<file path="src/rtl/sprite_line_scheduler.sv">
// sprite_line_scheduler: per-line sprite evaluator feeding the tile-draw slots.
// Optional SPRITE_SCAN_ROTATE_EN rotates the scan start after overflow frames.
module sprite_line_scheduler #(
  parameter int SPRITE_NUM = 64,
  parameter int SLOT_NUM   = 8,
  parameter int SPRITE_H   = 16,
  parameter int Y_BIT      = 10
) (
  input  logic                            clk,
  input  logic                            rstn,
  input  logic                            line_start,
  input  logic [Y_BIT-1:0]                line_y,
  input  logic                            game_window,
  input  logic                            frame_start,
  output logic [$clog2(SPRITE_NUM)-1:0]   ram_rdaddr,
  input  logic [31:0]                     ram_rdata,
  output logic                            slot_we,
  output logic [$clog2(SLOT_NUM)-1:0]     slot_idx,
  output logic [31:0]                     slot_data,
  output logic [SLOT_NUM-1:0]             slot_valid,
  output logic [$clog2(SLOT_NUM+1)-1:0]   hit_cnt,
  output logic                            overflow,
  output logic                            busy,
  output logic                            line_done
);

  localparam int AW = $clog2(SPRITE_NUM);
  localparam int SW = $clog2(SLOT_NUM);
  localparam int HW = $clog2(SLOT_NUM + 1);
  localparam int CW = AW + 1;
  localparam int YW = Y_BIT + 1;

  localparam logic [CW-1:0] SCAN_LEN  = CW'(SPRITE_NUM);
  localparam logic [CW-1:0] SCAN_LAST = CW'(SPRITE_NUM - 1);
  localparam logic [CW-1:0] CLR_LAST  = CW'(SLOT_NUM - 1);
  localparam logic [HW-1:0] FULL      = HW'(SLOT_NUM);
  localparam logic [YW-1:0] SPR_H     = YW'(SPRITE_H);

  typedef enum logic [1:0] {
    IDLE,
    CLEAR,
    SCAN,
    FIN
  } state_t;

  state_t            state;
  state_t            next;
  logic [CW-1:0]     cnt;
  logic [Y_BIT-1:0]  y_q;
  logic              win_q;
  logic              pv;
  logic [AW-1:0]     base;
  logic [YW-1:0]     dy;
  logic              hit;
  logic              full;
  logic              take;
  logic              ovf_hit;
  logic              scan_end;

  // dy goes negative (msb set) when the sprite starts below the line
  assign dy       = {1'b0, y_q} - {{(Y_BIT-7){1'b0}}, ram_rdata[15:8]};
  assign hit      = pv && ram_rdata[31] && !dy[Y_BIT] && (dy < SPR_H);
  assign full     = (hit_cnt == FULL);
  assign take     = (state == SCAN) && hit && !full;
  assign ovf_hit  = (state == SCAN) && hit && full;
  assign scan_end = (cnt == SCAN_LEN);

`ifdef SPRITE_SCAN_ROTATE_EN
  logic ovf_seen;
  logic fs_pend;

  always_ff @(posedge clk or negedge rstn) begin
    if (!rstn) begin
      base     <= '0;
      ovf_seen <= 1'b0;
      fs_pend  <= 1'b0;
    end else if (state == IDLE && (frame_start || fs_pend)) begin
      base     <= base + AW'(ovf_seen);
      ovf_seen <= 1'b0;
      fs_pend  <= 1'b0;
    end else begin
      if (frame_start)
        fs_pend <= 1'b1;
      if (ovf_hit && !line_start)
        ovf_seen <= 1'b1;
    end
  end
`else
  logic unused_fs;
  assign base      = '0;
  assign unused_fs = frame_start;
`endif

  always_ff @(posedge clk or negedge rstn) begin
    if (!rstn)
      state <= IDLE;
    else
      state <= next;
  end

  always_comb begin
    next = state;
    unique case (state)
      IDLE:  next = IDLE;
      CLEAR: if (cnt == CLR_LAST)
               next = win_q ? SCAN : FIN;
      SCAN:  if (ovf_hit || scan_end)
               next = FIN;
      FIN:   next = IDLE;
    endcase
    if (line_start)
      next = CLEAR;
  end

  always_comb begin
    busy      = 1'b0;
    line_done = 1'b0;
    slot_we   = 1'b0;
    slot_idx  = '0;
    slot_data = '0;
    unique case (state)
      IDLE: ;
      CLEAR: begin
        busy     = 1'b1;
        slot_we  = 1'b1;
        slot_idx = cnt[SW-1:0];
      end
      SCAN: begin
        busy = 1'b1;
        if (take) begin
          slot_we   = 1'b1;
          slot_idx  = hit_cnt[SW-1:0];
          slot_data = ram_rdata;
        end
      end
      FIN: line_done = 1'b1;
    endcase
  end

  always_ff @(posedge clk or negedge rstn) begin
    if (!rstn) begin
      y_q        <= '0;
      win_q      <= 1'b0;
      cnt        <= '0;
      pv         <= 1'b0;
      ram_rdaddr <= '0;
      slot_valid <= '0;
      hit_cnt    <= '0;
      overflow   <= 1'b0;
    end else if (line_start) begin
      y_q        <= line_y;
      win_q      <= game_window;
      cnt        <= '0;
      pv         <= 1'b0;
      slot_valid <= '0;
      hit_cnt    <= '0;
      overflow   <= 1'b0;
    end else begin
      case (state)
        CLEAR: begin
          cnt <= cnt + 1'b1;
          if (cnt == CLR_LAST) begin
            cnt <= '0;
            if (win_q)
              ram_rdaddr <= base;
          end
        end
        SCAN: begin
          pv <= !scan_end && !ovf_hit;
          if (!scan_end && !ovf_hit) begin
            cnt <= cnt + 1'b1;
            if (cnt != SCAN_LAST)
              ram_rdaddr <= ram_rdaddr + 1'b1;
          end
          if (take) begin
            slot_valid[hit_cnt[SW-1:0]] <= 1'b1;
            hit_cnt <= hit_cnt + 1'b1;
          end
          if (ovf_hit)
            overflow <= 1'b1;
        end
        default: pv <= 1'b0;
      endcase
    end
  end

endmodule

</file>
<file path="config.mk">
export PLATFORM = sky130hd
export DESIGN_NAME = sprite_line_scheduler
export DESIGN_NICKNAME = d
export VERILOG_FILES = /design/src/rtl/sprite_line_scheduler.sv
export SDC_FILE = /design/constraint.sdc
export NUM_CORES = 1
export LEC_CHECK = 0
export CAP_MARGIN = 10
export CORE_AREA = 2 2 82 84
export DETAILED_ROUTE_END_ITERATION = 8
export DIE_AREA = 0 0 84 86
export PLACE_DENSITY = 0.85
export SLEW_MARGIN = 10
export SYNTH_ARGS = -nofsm -noshare
export SYNTH_HDL_FRONTEND = slang
export SYNTH_SLANG_ARGS = --single-unit
</file>
<file path="constraint.sdc">
create_clock -name clk -period 4.6 [get_ports clk]
set_input_delay 0.92 -clock clk [delete_from_list [all_inputs] [get_ports clk]]
set_output_delay 0.92 -clock clk [all_outputs]
set_load 0.03 [all_outputs]
</file>
# ---- Word level (Yosys, flattened, before mapping)
# Cells that the tools add are included.
dict set report totals {
  elab_cells 94
  out_inout_bits 57
  memories 0
  mem_bits_rw 0
  latch_bits 0
  reg_bits 40
  rom_bits 0
}
dict set report classes {
  shift 0
  n_bitwise 2
  muxes 35
  n_mul 0
  add_sub_neg 4
  n_div 0
  n_reduce_logical 26
  eq_ne 15
  magnitude_cmp 3
}
# op count
set op_table {}
lappend op_table {{$mux W32} 2}
lappend op_table {{$mux W6} 4}
lappend op_table {{$mux W8} 3}
lappend op_table {{$mux W7} 3}
lappend op_table {{$pmux W7 S2} 1}
lappend op_table {{$mux W4} 3}
lappend op_table {{$pmux W6 S2} 1}
lappend op_table {{$lt A11 B5 Y1 const B} 1}
lappend op_table {{$sub A10 B8 Y11} 1}
lappend op_table {{$mux W1} 9}
lappend op_table {{$logic_and A1 B1 Y1} 8}
lappend op_table {{$or A8 B8 Y8} 1}
lappend op_table {{$reduce_and A2 Y1} 4}
lappend op_table {{$reduce_bool A2 Y1} 4}
lappend op_table {{$add A7 B1 Y7 const B} 1}
lappend op_table {{$eq A7 B3 Y1 const B} 1}
lappend op_table {{$eq A7 B7 Y1 const B} 1}
lappend op_table {{$ne A7 B6 Y1 const B} 1}
lappend op_table {{$add A6 B1 Y6 const B} 1}
lappend op_table {{$mux W2} 3}
lappend op_table {{$ne A2 B2 Y1 const B} 3}
lappend op_table {{$ne A3 B2 Y1 const B} 2}
lappend op_table {{$pmux W2 S3} 1}
lappend op_table {{$pmux W3 S2} 1}
lappend op_table {{18 further kinds} 25}

# ---- Longest topological paths before layout
# Gate-level depths: netlist of the first run.
dict set report depth {
  word_depth 11
  ltp_mapped 11
}

# ---- Least setup slack after synthesis of the first run
# OpenSTA, ideal clock, no wires.
dict set report synth_timing {
  path_type {in2out}
  startpoint {input port ram_rdata[13]}
  endpoint {output port slot_we}
  cell_stages 11
  t_arrival_ps 3268
  path_buffers 2
  required_ps 3680
  path_slack_ps 412
  path_cell_list {inv_1 -> ha_1 -> buf_6 -> a21o_1 -> a21oi_2 -> o2111ai_1 -> nor4_4 -> o2111a_1 -> buf_2 -> nor2_1 -> nor2_1}
}
dict set report synth_between {
  elab_chain_cells 8
  word_cells_on_any_way 9
}
# item line
set synth_rtl {}
lappend synth_rtl {{from (decl)} 16} ;# input logic [31:0] ram_rdata,
lappend synth_rtl {{$sub A10 B8 Y11 *} 61} ;# assign dy = {1'b0, y_q} - {{(Y_BIT-7){1'b0}}, ram_rdata[15:8]};
lappend synth_rtl {{parallel branches: the longest is 2 deep, another holds $lt A11 B5 Y1} n/a}
lappend synth_rtl {{$logic_and A1 B1 Y1 *} 62} ;# assign hit = pv && ram_rdata[31] && !dy[Y_BIT] && (dy < SPR_H);
lappend synth_rtl {{$logic_and A1 B1 Y1 * (2 in series)} 64} ;# assign take = (state == SCAN) && hit && !full;
lappend synth_rtl {{$mux W1 *} 130} ;# if (take) begin
lappend synth_rtl {{$pmux W1 S2 *} 121} ;# unique case (state)
lappend synth_rtl {{to (decl)} 17} ;# output logic slot_we,
# Every way passes the cells marked *.

# ---- Worst setup path in the final report of the first run
dict set report layout_timing {
  startpoint {input port ram_rdata[12]}
  endpoint {output port slot_idx[0]}
}
dict set report layout_between {
  elab_chain_cells 8
  word_cells_on_any_way 9
}
# item line
set layout_rtl {}
lappend layout_rtl {{$sub A10 B8 Y11 *} 61}
lappend layout_rtl {{parallel branches: the longest is 2 deep, another holds $lt A11 B5 Y1} n/a}
lappend layout_rtl {{$logic_and A1 B1 Y1 *} 62}
lappend layout_rtl {{$logic_and A1 B1 Y1 * (2 in series)} 64}
lappend layout_rtl {{$mux W3 *} 130}
lappend layout_rtl {{$pmux W3 S2 *} 121}
lappend layout_rtl {{to (decl)} 18} ;# output logic [$clog2(SLOT_NUM)-1:0] slot_idx,
# Marked as above.

==> impl_summary.md, run 1 <==
Status
The flow ran to the end, and the final reports show no timing, DRC or antenna violations.

Synthesis
In this run, synthesis inferred 0 flip-flops with an integrated enable. Synthesis produced a netlist whose cell count is approximately 300. The net count after synthesis is 369. The flip-flop and latch count after synthesis is 40. In this run the cell area of the synthesized design comes to roughly 2700 um2. After synthesis, flip-flops and latches occupy between 30% and 40% of the total area. A synthesized cell averages 8.95 um2.

The async set-reset flop share out of synthesis is 100%. The netlist uses between 50 and 60 different library cells. The predominant post-synthesis flop cell is sky130_fd_sc_hd__dfrtp_1. The Yosys warning count is 0.

Timing
Of the available clock period, the critical path in the final layout requires between 90% and 100%. The worst setup skew after layout is ~0.0063 ns. The final setup violation count is 0. The highest clock frequency the design can meet is between 200 and 250 MHz. In the final timing run, aggregate negative setup slack is 0 ns. The final count of hold timing violations is 0. Setup repair after global routing left no endpoint under its margin. The clock period could shrink to roughly 4.4 ns. The count of final max-slew check failures is 0. The tightest hold path in the finished design has a slack of a little over 0.5 ns. For the pin with the worst max-slew slack, the measured transition is between 0.8 and 0.9 ns.

The tightest slew margin relative to the limit is between 40% and 50%.

CTS
The H-tree depth is 2. The TritonCTS clock tree is built. The number of resized instances in the post-cts repair step is 0.

Once the clock tree was built, the setup fixing pass inserted 0 buffers. The clock latency reported for the late side of the worst-skew pair is ~0.3 ns. Clock tree synthesis selected as its root buffer the cell sky130_fd_sc_hd__clkbuf_8. The total number of clock tree sinks is 40. The number of buffers inserted for hold repair after clock tree synthesis is 0. The deepest clock path buffer count is 2. Buffers inserted during clock tree synthesis total 5.

Clock-pin slew was measured on the worst setup and hold paths at 0.08 ns.

Route
After detailed routing, the number of remaining DRC violations is 0. The aggregate routed wire length is 6880 um. The routed via count divided by cell count is approximately 5.3.

The per-cell routed wire length is about 14 um. The number of nets still failing antenna checks after routing is 0. The detailed router's first-iteration violation count is roughly 100.

The via count is between 2000 and 3000. The pre-antenna-repair detailed-routing pass consisted of 5 iterations.

Placement
The count of buffers added on input and output ports is 102. The post-DP HPWL is ~5000 um. After detailed placement, the design holds a cell count of 475. The congestion estimate from routability-driven global placement came to 0.880.

Worst setup path
The type of element launching the critical path is an input pin. The critical path is of the input pin to output pin type. The worst register-to-register path begins at state[0].

The required time at the endpoint of the critical path is between 3 and 4 ns. Of all nets on the critical path, the largest fanout is 34. The setup check on the worst reg-to-reg path leaves a slack of around 1.4 ns. At the worst endpoint, the arrival time is 3.49 ns.

In this run the critical register-to-register path is captured at state[1]. The cell count of the worst reg-to-reg path is 10. The worst setup path is captured at an output pin.

Power
The worst-case IR drop observed on VDD is roughly 0.30 mV. The overall power consumption is 1280 uW. Power spread over the standard cell area amounts to ~330 nW/um2.

The leakage power total is 0.00174 uW.

Global route
The global-route layer with the greatest usage is met2. For met1 alone, demand over resource in global routing was around 25%. Entering global routing, the biggest net connects 41 pins. Global routing used a little under 20% of the available tracks. The residual overflow from global routing is 0.

The met3 track utilization from global routing is under 10%. Global routing used between 30% and 40% of the available met2 tracks. The number of antenna violations at the first check in global routing is 0.

The first global-routing pass estimated about 12000 um of wire. The via count of the first global-routing pass is around 2500.

Final layout
Cells with a size suffix above 1 make up between 20% and 30% of the layout. The number of fill cells in the layout is between 500 and 600. The finished layout holds roughly 480 standard cells, fillers aside. Compared with the post-synthesis result, the final layout area differs by 40.9%. The final-stage net count is ~470. The library cell used most frequently in the layout, excluding fill and tap cells, is sky130_fd_sc_hd__clkdlybuf4s50_1. In the layout the commonest cells are sky130_fd_sc_hd__clkdlybuf4s50_1 (65), sky130_fd_sc_hd__buf_4 (42), sky130_fd_sc_hd__dfrtp_1 (40). The count of inserted antenna diode cells is 0.

Floorplanning
After floorplanning, the core was sized to cover between 6000 and 7000 um2. The floorplan has 29 rows. The starting utilization of the core area is 43.8%. The area of the die is approximately 7200 um2. ~100 I/O pins were placed. Measured along the x axis, the die boundary spans between 80 and 90 um. The height of the die is 86 um.

Worst hold path
For hold timing, the worst endpoint is y_q[0]. Counting instances, the worst hold path has a depth of 1. The startpoint of the worst hold path is y_q[0]. The min-delay analysis places its worst path in the category flip-flop to flip-flop.

Job
Across the run, the number of max-cap violations was 0.
worst max path at each step:
stage                             start     endpoint  cells after the start
after CTS                 ram_rdata[14]  slot_idx[0]                     12
after detailed placement  ram_rdata[14]  slot_idx[0]                     12
after global placement    ram_rdata[14]  slot_idx[0]                     12
after floorplan           ram_rdata[13]      slot_we                     11
final                     ram_rdata[12]  slot_idx[0]                     12
after global routing      ram_rdata[14]  slot_idx[0]                     12
layout make-up:
type / instances / area (um2) / area share (%)
clock buffer: 5 / 68.8 / 1.78
clock inverter: 2 / 60.1 / 1.55
inverter: 19 / 71.3 / 1.84
multi-input combinational: 230 / 1580 / 40.9
sequential: 40 / 1000 / 25.8
tap: 77 / 96.3 / 2.49
timing repair buffer: 109 / 991 / 25.6
Yosys cell counts, types with 2 or more instances:
cell type | count | area, um2
sky130_fd_sc_hd__xnor2_1 | 2 | 17.5
sky130_fd_sc_hd__nand2b_1 | 2 | 12.5
sky130_fd_sc_hd__nor3b_1 | 2 | 15.0
sky130_fd_sc_hd__nand3_1 | 13 | 65.1
sky130_fd_sc_hd__nor2b_1 | 3 | 18.8
sky130_fd_sc_hd__a21oi_1 | 20 | 100
sky130_fd_sc_hd__a31oi_1 | 5 | 31.3
sky130_fd_sc_hd__nand4_1 | 5 | 31.3
sky130_fd_sc_hd__dfrtp_1 | 40 | 1000
sky130_fd_sc_hd__mux2_2 | 14 | 158
sky130_fd_sc_hd__buf_2 | 2 | 10.0
sky130_fd_sc_hd__buf_4 | 2 | 15.0
sky130_fd_sc_hd__or3_1 | 2 | 12.5
sky130_fd_sc_hd__buf_6 | 4 | 45.0
sky130_fd_sc_hd__clkbuf_1 | 8 | 30.0
sky130_fd_sc_hd__nor2_1 | 31 | 116
sky130_fd_sc_hd__o21ai_0 | 7 | 35.0
sky130_fd_sc_hd__a21o_1 | 5 | 37.5
sky130_fd_sc_hd__a22oi_1 | 3 | 22.5
sky130_fd_sc_hd__inv_1 | 19 | 71.3
sky130_fd_sc_hd__nor3_1 | 9 | 45.0
sky130_fd_sc_hd__mux2i_1 | 6 | 60.1
sky130_fd_sc_hd__and3_1 | 5 | 31.3
sky130_fd_sc_hd__ha_1 | 15 | 188
sky130_fd_sc_hd__and2_1 | 32 | 200
sky130_fd_sc_hd__a31o_2 | 2 | 17.5
sky130_fd_sc_hd__nand2_1 | 16 | 60.1
sky130_fd_sc_hd__buf_1 | 2 | 7.51
sky130_fd_sc_hd__a221o_1 | 2 | 20.0
sky130_fd_sc_hd__o21bai_1 | 2 | 15.0
power by group:
part / switching (uW) / leakage, uW / internal, uW
combinational: 281 / 0.00116 / 220
sequential: 44.2 / 0.000510 / 390
clock: 126 / 0.0000642 / 214
total: 451 / 0.00174 / 824
routing by layer:
layer,wire length [um],vias up
met5,0,-
met4,57,0
met3,423,8
met2,3330,85
met1,3070,1213
li1,-,1271
sequential cells by signal (all words and copies together), names as in the netlist:
register	count
y_q	10
overflow	1
pv	1
hit_cnt	4
cnt	7
win_q	1
ram_rdaddr	6
state	2
slot_valid	8
cell families after synthesis:
family	Yosys count	synth area share (%)
AND/OR/NAND/NOR	130	25.7
AO/OA/AOI/OAI	63	15.9
flip-flops	40	36.4
buffers and inverters	37	6.51
multiplexers	20	7.92
adder cells (fa/ha/maj)	15	6.83
XOR/XNOR	2	0.638
stage by stage:
stage	util [%]	setup WS [ns]	cell area, um2
floorplan	-	0.412	2750
global placement	59.4	0.188	3730
detailed placement	59.4	0.170	3730
CTS	61.4	0.132	3860
global route	61.7	0.0550	3870
finish	61.7	0.194	3870
worst max-delay path, stage by stage:
cell	delay (ns)
sky130_fd_sc_hd__clkdlybuf4s50_1	0.47
sky130_fd_sc_hd__inv_1	0.04
sky130_fd_sc_hd__ha_1	0.37
sky130_fd_sc_hd__a21oi_1	0.24
sky130_fd_sc_hd__nand2_1	0.08
sky130_fd_sc_hd__a21o_2	0.21
sky130_fd_sc_hd__nor4_4	0.31
sky130_fd_sc_hd__o2111a_2	0.28
sky130_fd_sc_hd__buf_12	0.18
sky130_fd_sc_hd__a22oi_1	0.08
sky130_fd_sc_hd__nor2_1	0.13
sky130_fd_sc_hd__buf_4	0.17
Power figures use the tool's default switching activity.
==> run 2, diff against run 1 <==
- clock period: 4.6 -> 4.1 ns (I/O delays scaled with it)
==> run 2 against run 1 <==
Effect of this change:
- first-iteration DRC count up 4.0%
- via count up 4.5%
- clock power up 4%
- hold slack worse by 0.0088 ns
- register-to-register slack worse by 0.42 ns
- non-clock buffer count up 11
- utilization up 2.9 points
- final area up 4.7%
- sequential share of layout area down 1.2 points
- critical path type unchanged
- largest power group unchanged
==> impl_summary.md, run 2 (same netlist as run 1, synthesis figures left out) <==
Power
The leakage power total is 0.00185 uW (+6.1%). The highest ir drop seen on vdd is 0.309 mV (+3.1%). The power per unit of standard cell area was 355 nW/um2 (+7.9%).

CTS
The clock-pin slew of the registers on the worst-case setup and hold paths came to 0.07 ns (about the same). The buffer type at the clock tree root is sky130_fd_sc_hd__clkbuf_8. The clock latency reported for the late side of the worst-skew pair was 0.29 ns (about the same).

The deepest clock path buffer count came to 2 (unchanged). The number of clock buffers inserted by TritonCTS came to 5 (unchanged). The H-tree depth is 2 (unchanged).

The total number of clock tree sinks is 40 (unchanged). TritonCTS built the clock tree. The number of buffers inserted for hold repair after clock tree synthesis is 0 (unchanged).

Timing
The tightest slew margin relative to the limit is 40.2% (about the same). The time the final worst path needs with I/O delays and setup is 3.96 ns. Setup repair after global routing left no endpoint under its margin.

The post-route worst setup slack was 0.136 ns (-0.0583 ns). The worst setup skew after layout is 0.00401 ns (-0.00232 ns). The final count of hold timing violations is 0 (unchanged). The slew of the pin with the lowest slew margin is 0.896 ns (-0.0000720 ns). Based on the critical path, the design can be clocked at up to approximately 250 MHz. Of the available clock period, the critical path in the final layout requires between 90% and 100%. The count of final max-slew check failures is 0 (unchanged). The final setup violation count is 0 (unchanged).

Route
The detailed router's first-iteration violation count is 105 (+4.0%). The via count is 2693 (+4.5%). The number of design rule violations left after detail routing is 0 (unchanged). The aggregate routed wire length came to 7300 um (+6.2%).

The number of nets still failing antenna checks after routing is 0 (unchanged). The number of iterations in the first detailed-routing pass was 4 (-1). The per-cell routed wire length is 14.8 um (+3.6%).

The routed via count divided by cell count is 5.45 (+2.0%).

Worst setup path
The worst path buffer plus inverter count is 5 (+1). The worst setup path is captured at an output pin. The kind of cell adding the most delay to the critical path is buffers and inverters. The data arrival at the endpoint of the critical path is 3.14 ns (-0.35 ns). STA classifies the critical path startpoint as an input pin. The required time at the endpoint of the critical path was 3.28 ns (-0.40 ns). In this design, the critical path's most frequently occurring cell is sky130_fd_sc_hd__buf_4.

The top fanout value on the critical path is 4 (-88%). The master of the slowest instance on the critical path is sky130_fd_sc_hd__clkdlybuf4s50_1. The type of the worst setup path is input pin to output pin.

Walking the worst path, the cells encountered are clkdlybuf4s50_1 > inv_1 > ha_4 > a211oi_4 > o21bai_1 > mux2i_1 > o2111a_2 > buf_6 > buf_4 > and2_1 > buf_4. The delay of the slowest critical-path stage is 0.48 ns (about the same).

Global route
The largest net degree at the start of global routing was 41 (unchanged). After global routing, the most crowded layer is met2. The global routing usage summed across all routing layers is 19.9% (+0.37 points). The via count of the first global-routing pass is 2564 (+2.0%). The number of antenna violations at the first check in global routing came to 0 (unchanged). The global-route wire length before repair is 11800 um (+1.9%). The met3 track utilization from global routing is 4.62% (+0.58 points). The met1 usage is 24.9% (-0.59 points).

The residual overflow from global routing is 0 (unchanged). The met2 track demand over resource in global routing is 34.8% (+1.5 points).

Final layout
The final-stage net count is 478 (+2.4%). The share of layout cells above drive strength 1 is 25.4% (+4.9 points). The count of inserted antenna diode cells came to 0 (unchanged). The register with the most flip-flops is y_q.

The flip-flop count of the largest register, all copies and words added is 10 (unchanged). In the layout the commonest cells are sky130_fd_sc_hd__clkdlybuf4s50_1 (60), sky130_fd_sc_hd__buf_4 (50), sky130_fd_sc_hd__dfrtp_1 (40). The largest registers in the layout are y_q (10), slot_valid (8), cnt (7). The number of fill cells in the layout came to 527 (-2.4%). The final design area excluding fillers came to 4050 um2 (+4.7%). The post-synthesis to final-layout area growth is 47.5%. Leaving out fill and tap cells, the most frequent cell in the layout is sky130_fd_sc_hd__clkdlybuf4s50_1.

Placement
The count of input and output buffers is 102 (unchanged). The post-DP HPWL is 5180 um (+4.5%). The total placed instance area is 3770 um2 (+1.1%). The final RePlAce weighted congestion was 0.835 (-5.1%). The placement-stage worst setup slack is -0.151 ns (-0.321 ns).

Floorplanning
The height of the die is 86 um (unchanged). The number of rows in the core area is 29 (unchanged). The area of the placeable core is 6280 um2 (unchanged). The starting utilization of the core area is 43.8% (unchanged). The area of the die was 7220 um2 (unchanged). The chip width was 84 um (unchanged). The I/O pin count is 104 (unchanged).

Job
The max-capacitance violation count is 0 (unchanged).

Status
The flow ran to the end, and the final reports show no timing, DRC or antenna violations.

Worst hold path
The class of the tightest hold or removal check is flip-flop to flip-flop.
run 2: final cells by class:
type / instances / area, um2 / share of cell area, %
inverter: 19 / 71.3 / 1.76
timing repair buffer: 120 / 1080 / 26.7
multi-input combinational: 230 / 1680 / 41.4
clock inverter: 1 / 30.0 / 0.741
tap: 77 / 96.3 / 2.38
clock buffer: 7 / 96.3 / 2.38
sequential: 40 / 1000 / 24.7
run 2: stage by stage:
| step | util (%) | TNS (ns) | total power [uW] | std cells | hold slack [ns] |
|---|---|---|---|---|---|
| after CTS | 63.2 | 0 | 1430 | 492 | 0.501 |
| after global placement | 60.0 | -0.721 | 1040 | 482 | 0.481 |
| after global routing | 64.6 | 0 | 1520 | 494 | 0.531 |
| final | 64.6 | 0 | 1440 | 494 | 0.498 |
| after detailed placement | 60.0 | -2.72 | 1060 | 482 | 0.488 |
| after floorplan | - | 0 | 845 | 307 | 0.465 |
run 2: path summary, 6_finish.rpt:
kind | start | to | slack, ns | depth (start not counted)
worst min register to register | slot_valid[0] | slot_valid[0] | 0.50 | 2
worst min-delay path | slot_valid[0] | slot_valid[0] | 0.50 | 2
worst max register to register | state[0] | cnt[2] | 0.95 | 10
worst max-delay path | ram_rdata[9] | slot_data[0] | 0.14 | 11
max in group asynchronous | rstn | state[0] | 2.90 | 1
min in group asynchronous | rstn | y_q[4] | 0.64 | 1
run 2: metal layers:
metal	up-vias	part of all wire [%]	wire, um
li1	1290	-	-
met1	1313	43	3140
met2	84	50	3670
met3	6	6.0	441
met4	0	0.78	57
met5	-	0	0
run 2: worst reg2reg max path: stages, from the launching register on:
cell	delay (ns)
sky130_fd_sc_hd__dfrtp_1	0.42
sky130_fd_sc_hd__inv_1	0.07
sky130_fd_sc_hd__ha_1	0.53
sky130_fd_sc_hd__nand4b_1	0.20
sky130_fd_sc_hd__a21oi_1	0.19
sky130_fd_sc_hd__o2111ai_2	0.15
sky130_fd_sc_hd__nor4_4	0.34
sky130_fd_sc_hd__buf_4	0.18
sky130_fd_sc_hd__nand4_1	0.38
sky130_fd_sc_hd__nand3_1	0.25
sky130_fd_sc_hd__mux2_2	0.35
run 2: what timing repair did:
action                     4_1_cts  5_1_grt
setup endpoints to repair       36       36
pin swaps                        9       13
resized for setup               12       17
setup buffers                    1        2
cloned                           1        0
run 2: where the power goes:
| part | switching, uW | internal (uW) | leakage, uW | total (uW) |
|---|---|---|---|---|
| Clock | 140 | 215 | 0.0000645 | 354 |
| Sequential | 53.6 | 438 | 0.000510 | 492 |
| Combinational | 327 | 268 | 0.00127 | 594 |
